<file path="src/rtl/instr_fetch_issue.sv">
// Instruction fetch/issue sequencer: fetches words over REQ/ACK, holds them in IR
// and issues them over VALID/READY, with branch redirect, halt/resume and an issue counter.
module instr_fetch_issue #(
    parameter int              PC_W     = 16,
    parameter logic [PC_W-1:0] RESET_PC = '0
) (
    input  logic            CLK,
    input  logic            RST,
    output logic            MEM_REQ,
    output logic [PC_W-1:0] MEM_ADDR,
    input  logic            MEM_ACK,
    input  logic [15:0]     MEM_RDATA,
    output logic [15:0]     IR,
    output logic            IR_VALID,
    input  logic            IR_READY,
    output logic [PC_W-1:0] PC,
    input  logic            BR_TAKEN,
    input  logic [PC_W-1:0] BR_TARGET,
    input  logic            HALT,
    output logic            HALTED,
    output logic [15:0]     ISSUE_CNT
);

    typedef enum logic [1:0] {
        S_START,
        S_FETCH,
        S_ISSUE,
        S_HALT
    } stateT;

    stateT           state_q, state_d;
    logic [PC_W-1:0] npc_q, npc_d;
    logic [PC_W-1:0] reqAddr_q, reqAddr_d;
    logic [PC_W-1:0] pc_q, pc_d;
    logic [15:0]     ir_q, ir_d;
    logic [15:0]     issueCnt_q, issueCnt_d;
    logic            flush_q, flush_d;
    logic            handshake;
    logic            fetchAccept;

    assign handshake   = (state_q == S_ISSUE) && IR_READY;
    assign fetchAccept = (state_q == S_FETCH) && MEM_ACK && !flush_q && !BR_TAKEN;

    // State register
    always_ff @(posedge CLK or posedge RST) begin
        if (RST) begin
            state_q <= S_START;
        end else begin
            state_q <= state_d;
        end
    end

    // Next-state logic; HALT is only honoured once no request is outstanding
    always_comb begin
        state_d = state_q;
        case (state_q)
            S_START: state_d = HALT ? S_HALT : S_FETCH;
            S_FETCH: if (fetchAccept) state_d = S_ISSUE;
            S_ISSUE: if (handshake || BR_TAKEN) state_d = HALT ? S_HALT : S_FETCH;
            S_HALT:  if (!HALT) state_d = S_FETCH;
            default: state_d = S_START;
        endcase
    end

    // Output logic
    always_comb begin
        MEM_REQ   = (state_q == S_FETCH);
        IR_VALID  = (state_q == S_ISSUE);
        HALTED    = (state_q == S_HALT);
        MEM_ADDR  = reqAddr_q;
        IR        = ir_q;
        PC        = pc_q;
        ISSUE_CNT = issueCnt_q;
    end

    // Datapath next values; the request address is frozen while a fetch waits for ACK
    always_comb begin
        npc_d      = npc_q;
        pc_d       = pc_q;
        ir_d       = ir_q;
        flush_d    = flush_q;
        issueCnt_d = issueCnt_q;
        if (fetchAccept) begin
            ir_d  = MEM_RDATA;
            pc_d  = reqAddr_q;
            npc_d = reqAddr_q + PC_W'(1);
        end
        if (state_q == S_FETCH) begin
            if (MEM_ACK) begin
                flush_d = 1'b0;
            end else if (BR_TAKEN) begin
                flush_d = 1'b1;
            end
        end
        if (handshake) begin
            issueCnt_d = issueCnt_q + 16'd1;
        end
        if (BR_TAKEN) begin
            npc_d = BR_TARGET;
        end
        reqAddr_d = ((state_q == S_FETCH) && !MEM_ACK) ? reqAddr_q : npc_d;
    end

    always_ff @(posedge CLK or posedge RST) begin
        if (RST) begin
            npc_q      <= RESET_PC;
            reqAddr_q  <= RESET_PC;
            pc_q       <= RESET_PC;
            ir_q       <= 16'h0000;
            flush_q    <= 1'b0;
            issueCnt_q <= 16'h0000;
        end else begin
            npc_q      <= npc_d;
            reqAddr_q  <= reqAddr_d;
            pc_q       <= pc_d;
            ir_q       <= ir_d;
            flush_q    <= flush_d;
            issueCnt_q <= issueCnt_d;
        end
    end

endmodule

</file>
<file path="config.mk">
export PLATFORM = sky130hd
export DESIGN_NAME = instr_fetch_issue
export DESIGN_NICKNAME = d
export VERILOG_FILES = /design/src/rtl/instr_fetch_issue.sv
export SDC_FILE = /design/constraint.sdc
export NUM_CORES = 1
export LEC_CHECK = 0
export CAP_MARGIN = 30
export CELL_PAD_IN_SITES_DETAIL_PLACEMENT = 1
export CELL_PAD_IN_SITES_GLOBAL_PLACEMENT = 2
export CORE_MARGIN = 2
export CORE_UTILIZATION = 29
export CTS_CLUSTER_DIAMETER = 40
export DETAILED_ROUTE_END_ITERATION = 10
export GPL_TIMING_DRIVEN = 0
export PLACE_DENSITY_LB_ADDON = 0.1
export SYNTH_ARGS = -nofsm -noshare
export SYNTH_HDL_FRONTEND = slang
export SYNTH_SLANG_ARGS = --single-unit
</file>
<file path="constraint.sdc">
create_clock -name CLK -period 2.8 [get_ports CLK]
set_input_delay 0.42 -clock CLK [delete_from_list [all_inputs] [get_ports CLK]]
set_output_delay 0.42 -clock CLK [all_outputs]
set_load 0.005 [all_outputs]
</file>
==> summary by stage <==
Pwr
The overall power after layout is 5.10 mW. The maximum vdd drop is 0.434 mV. The static leakage power is 2.37 nW. The power density over cell area is 932 mW/mm^2.

Global routing
The via count of the first global-routing pass is 3,630. For this run the aggregate overflow at the end of global routing stands at 0. For this run, the total global-route usage over all layers was measured as 17.7%.

The first-pass GRT wire length is 19.7 mm. The number of antenna violations at the first check in global routing was 0. Entering global routing, the biggest net connects 44 pins.

Timing
Static timing analysis puts the maximum clock frequency at 435 MHz. The number of endpoints failing setup at the final stage is 0. The max-slew violation total from the final report is 0. The aggregate negative setup slack is 0 ns. The slew of the pin with the lowest slew margin is 0.709 ns. The final worst hold slack is 0.471 ns. The post-route clock skew is 0.00658 ns. Measured against its own limit, the worst slew margin works out to 52.8%. Setup repair after global routing left no endpoint under its margin.

The final hold violation count is 0. In the finished design, the share of the clock period the worst path needs comes to 82.1%. The routed design could run at a clock period as short as 2.30 ns. The worst setup margin is 0.500 ns.

Routing
The routed design has 11.8 mm of wire. The number of violations reported at the end of detailed-routing iteration 0 is 149. After detailed routing, the average wire length per cell comes to 16.8 um.

The routed layout has 3,388 vias. The first-pass iteration count of the detailed router is 4. The remaining routing DRC violations is 0. In this run the remaining antenna-violating nets after routing total 0. The average vias per placed instance is 4.83.

Floorplanning
The initialized floorplan defines 42 standard-cell rows. The area of the die is 0.0143 sq mm. The initial standard-cell utilization of the core is 29.5%. From left edge to right edge, the die measures 120 um. The total area inside the core boundary comes to 0.0131 sq mm.

The die is 120 um tall. During I/O placement, the number of pins put on the boundary was 105.

Finish
After the last flow step, the layout net total stands at 561. The multi-input combinational cell area is 0.00167 sq mm. The area added between synthesis and finish is 41.1%. Cells with a size suffix above 1 make up 6.46% of the layout. After the flow finishes, the layout carries non-filler instances totaling 702. The area used by sequential logic in the layout is 0.00208 sq mm.

The layout has 1,502 filler cells. The number of diodes is 0.

Placed design
The half-perimeter wire length after detailed placement is 8.55 mm. After detailed placement, the design holds a cell count of 686. The count of buffers from port buffering is 103. The routability congestion estimate is 0.751. Prior to clock tree synthesis, the placed netlist has a worst setup slack of 0.105 ns.

Yosys
The area share of the leading cell type in the synthesized netlist is 53.5%. After synthesis, the most frequently instantiated cells are sky130_fd_sc_hd__nand2_1, sky130_fd_sc_hd__dfrtp_1, sky130_fd_sc_hd__o21ai_0, sky130_fd_sc_hd__clkbuf_1, sky130_fd_sc_hd__nor2_1. The total standard cell area after synthesis is 0.00388 sq mm. The share of flip-flops with an asynchronous set or reset is 100%. The post-synthesis sequential element count is 83. The number of instances in the synthesized netlist is 406. The share of the Yosys chip area taken by registers is 53.5%. Synthesis produced a netlist with a net count of 446. The library cell with the highest instance count after synthesis is sky130_fd_sc_hd__nand2_1. The Yosys step of the flow raised 0 warnings. The largest total area in the synthesized netlist belongs to sky130_fd_sc_hd__dfrtp_1. For this run, the leading register cell type out of synthesis is sky130_fd_sc_hd__dfrtp_1. By area the synthesized netlist is led by sky130_fd_sc_hd__dfrtp_1, sky130_fd_sc_hd__nand2_1, sky130_fd_sc_hd__xnor2_1, sky130_fd_sc_hd__o21ai_0, sky130_fd_sc_hd__a21oi_1. In this run, synthesis inferred 0 flip-flops with an integrated enable. The average size of a mapped cell is 9.55 sq um.

The count of cell types in the netlist is 46.

Clock tree
The cell sitting at the root of the clock tree is a sky130_fd_sc_hd__clkbuf_16. The number of buffers inserted by post-CTS setup repair is 0. The clock tree synthesis step divided the H-tree into 3 levels.

The clock transition time at the flip-flop clock pins of the worst setup and hold paths is 0.06 ns. After clock tree synthesis, the flow added hold-fix buffers numbering 0. The buffer levels on the longest clock path is 2.

Gates resized during post-CTS repair numbered 0. The total clock sinks is 83. The later-pin clock latency in the skew report is 0.34 ns. The number of clock buffers added by TritonCTS is 9. The clock tree from TritonCTS is built.

Setup path
The startpoint kind of the worst setup timing path is an input pin. The maximum net fanout on the critical path is 10. The critical path endpoint category is a register. STA puts the critical path data required time at 3.00 ns. The data arrival at the endpoint of the critical path is 2.51 ns.

The class of the most critical setup path is in2reg.

Job
The number of max-cap violations is 0.

Run status
The run finished with clean final reports.

Hold path
The path category of the worst min-delay check is reg2reg.
==> layout by cell type, fill, tap and decap left out, types with 3 or more instances in the layout <==
| cell type | n |
|---|---|
| sky130_fd_sc_hd__mux2i_1 | 7 |
| sky130_fd_sc_hd__clkbuf_16 | 9 |
| sky130_fd_sc_hd__and4_1 | 4 |
| sky130_fd_sc_hd__nor3_1 | 13 |
| sky130_fd_sc_hd__o22a_1 | 3 |
| sky130_fd_sc_hd__xnor2_1 | 15 |
| sky130_fd_sc_hd__nand3_1 | 9 |
| sky130_fd_sc_hd__clkdlybuf4s50_1 | 103 |
| sky130_fd_sc_hd__nor3b_1 | 4 |
| sky130_fd_sc_hd__nor2b_1 | 4 |
| sky130_fd_sc_hd__xor2_1 | 7 |
| sky130_fd_sc_hd__buf_2 | 6 |
| sky130_fd_sc_hd__and2_1 | 4 |
| sky130_fd_sc_hd__clkinvlp_4 | 3 |
| sky130_fd_sc_hd__o21ai_0 | 22 |
| sky130_fd_sc_hd__clkbuf_1 | 17 |
| sky130_fd_sc_hd__nor4_1 | 6 |
| sky130_fd_sc_hd__nand4_1 | 6 |
| sky130_fd_sc_hd__a21oi_1 | 14 |
| sky130_fd_sc_hd__dfrtp_1 | 83 |
| sky130_fd_sc_hd__a311oi_1 | 3 |
| sky130_fd_sc_hd__inv_1 | 7 |
| sky130_fd_sc_hd__nand2_1 | 108 |
| sky130_fd_sc_hd__nand2b_1 | 7 |
| sky130_fd_sc_hd__o31ai_1 | 4 |
| sky130_fd_sc_hd__nor2_1 | 16 |
| sky130_fd_sc_hd__mux2_2 | 4 |
==> path summary, 6_finish.rpt <==
kind,slack (ns),cells past startpoint,startpoint,to
setup reg to reg,0.61,5,state_q[1],MEM_ADDR[15]
hold reg to reg,0.47,1,ISSUE_CNT[15],ISSUE_CNT[15]
setup / recovery,0.50,8,MEM_ACK,MEM_ADDR[8]
hold / removal,0.47,1,ISSUE_CNT[15],ISSUE_CNT[15]
max in group asynchronous,1.69,3,RST,MEM_ADDR[14]
min in group asynchronous,0.50,2,RST,IR[6]
==> where the power goes <==
part / switching, mW / internal (mW)
Sequential: 0.365 / 1.60
Combinational: 0.858 / 1.03
Clock: 0.501 / 0.741
Total: 1.72 / 3.38
==> cell families (layout without fill, tap and decap cells) <==
| group | after synthesis | after routing | share of synthesized area, % |
|---|---|---|---|
| AOI/OAI and AO/OA | 64 | 64 | 10.5 |
| xor gates and xnor gates | 22 | 22 | 4.97 |
| adders and majority gates | 2 | 2 | 0.645 |
| buffers and inverters | 32 | 152 | 3.32 |
| DFF | 83 | 83 | 53.5 |
| muxes | 11 | 11 | 2.97 |
| and+or+nand+nor | 192 | 192 | 24.1 |
==> worst max-delay path: stages <==
cell and delay [ns]:
sky130_fd_sc_hd__clkdlybuf4s50_1 0.48, sky130_fd_sc_hd__nor4bb_1 0.17, sky130_fd_sc_hd__buf_2 0.19, sky130_fd_sc_hd__nand2b_1 0.09, sky130_fd_sc_hd__clkbuf_1 0.42, sky130_fd_sc_hd__clkbuf_1 0.41, sky130_fd_sc_hd__o21ai_0 0.16, sky130_fd_sc_hd__o2bb2ai_1 0.16
==> layout make-up <==
cell class | instances | area share [%]
buffer | 24 | 1.81
inverter | 8 | 0.594
clock buffer | 11 | 4.62
timing repair buffer | 104 | 19.3
clock inverter | 5 | 1.12
multi-input combinational | 291 | 30.6
tap | 176 | 4.02
sequential | 83 | 37.9
==> through the flow <==
stage	instance area (sq um)	util [%]
after CTS	5470	41.7
after floorplan	3880	-
after global routing	5470	41.7
after detailed placement	5160	39.3
final	5470	41.7
after global placement	5130	39.0
==> per-layer routing <==
metal | wire (um) | GRT usage, % | vias to the layer above
li1 | - | - | 1617
met4 | 184 | 6.40 | 0
met3 | 543 | 3.94 | 14
met2 | 5400 | 28.0 | 78
met5 | 0 | 0 | -
met1 | 5670 | 24.0 | 1679
==> registers in the layout, indices dropped and copies added (netlist names) <==
signal	cells
IR	16
ISSUE_CNT	16
MEM_ADDR	16
PC	16
flush_q	1
npc_q	16
state_q	2
Power figures use the tool's default switching activity.
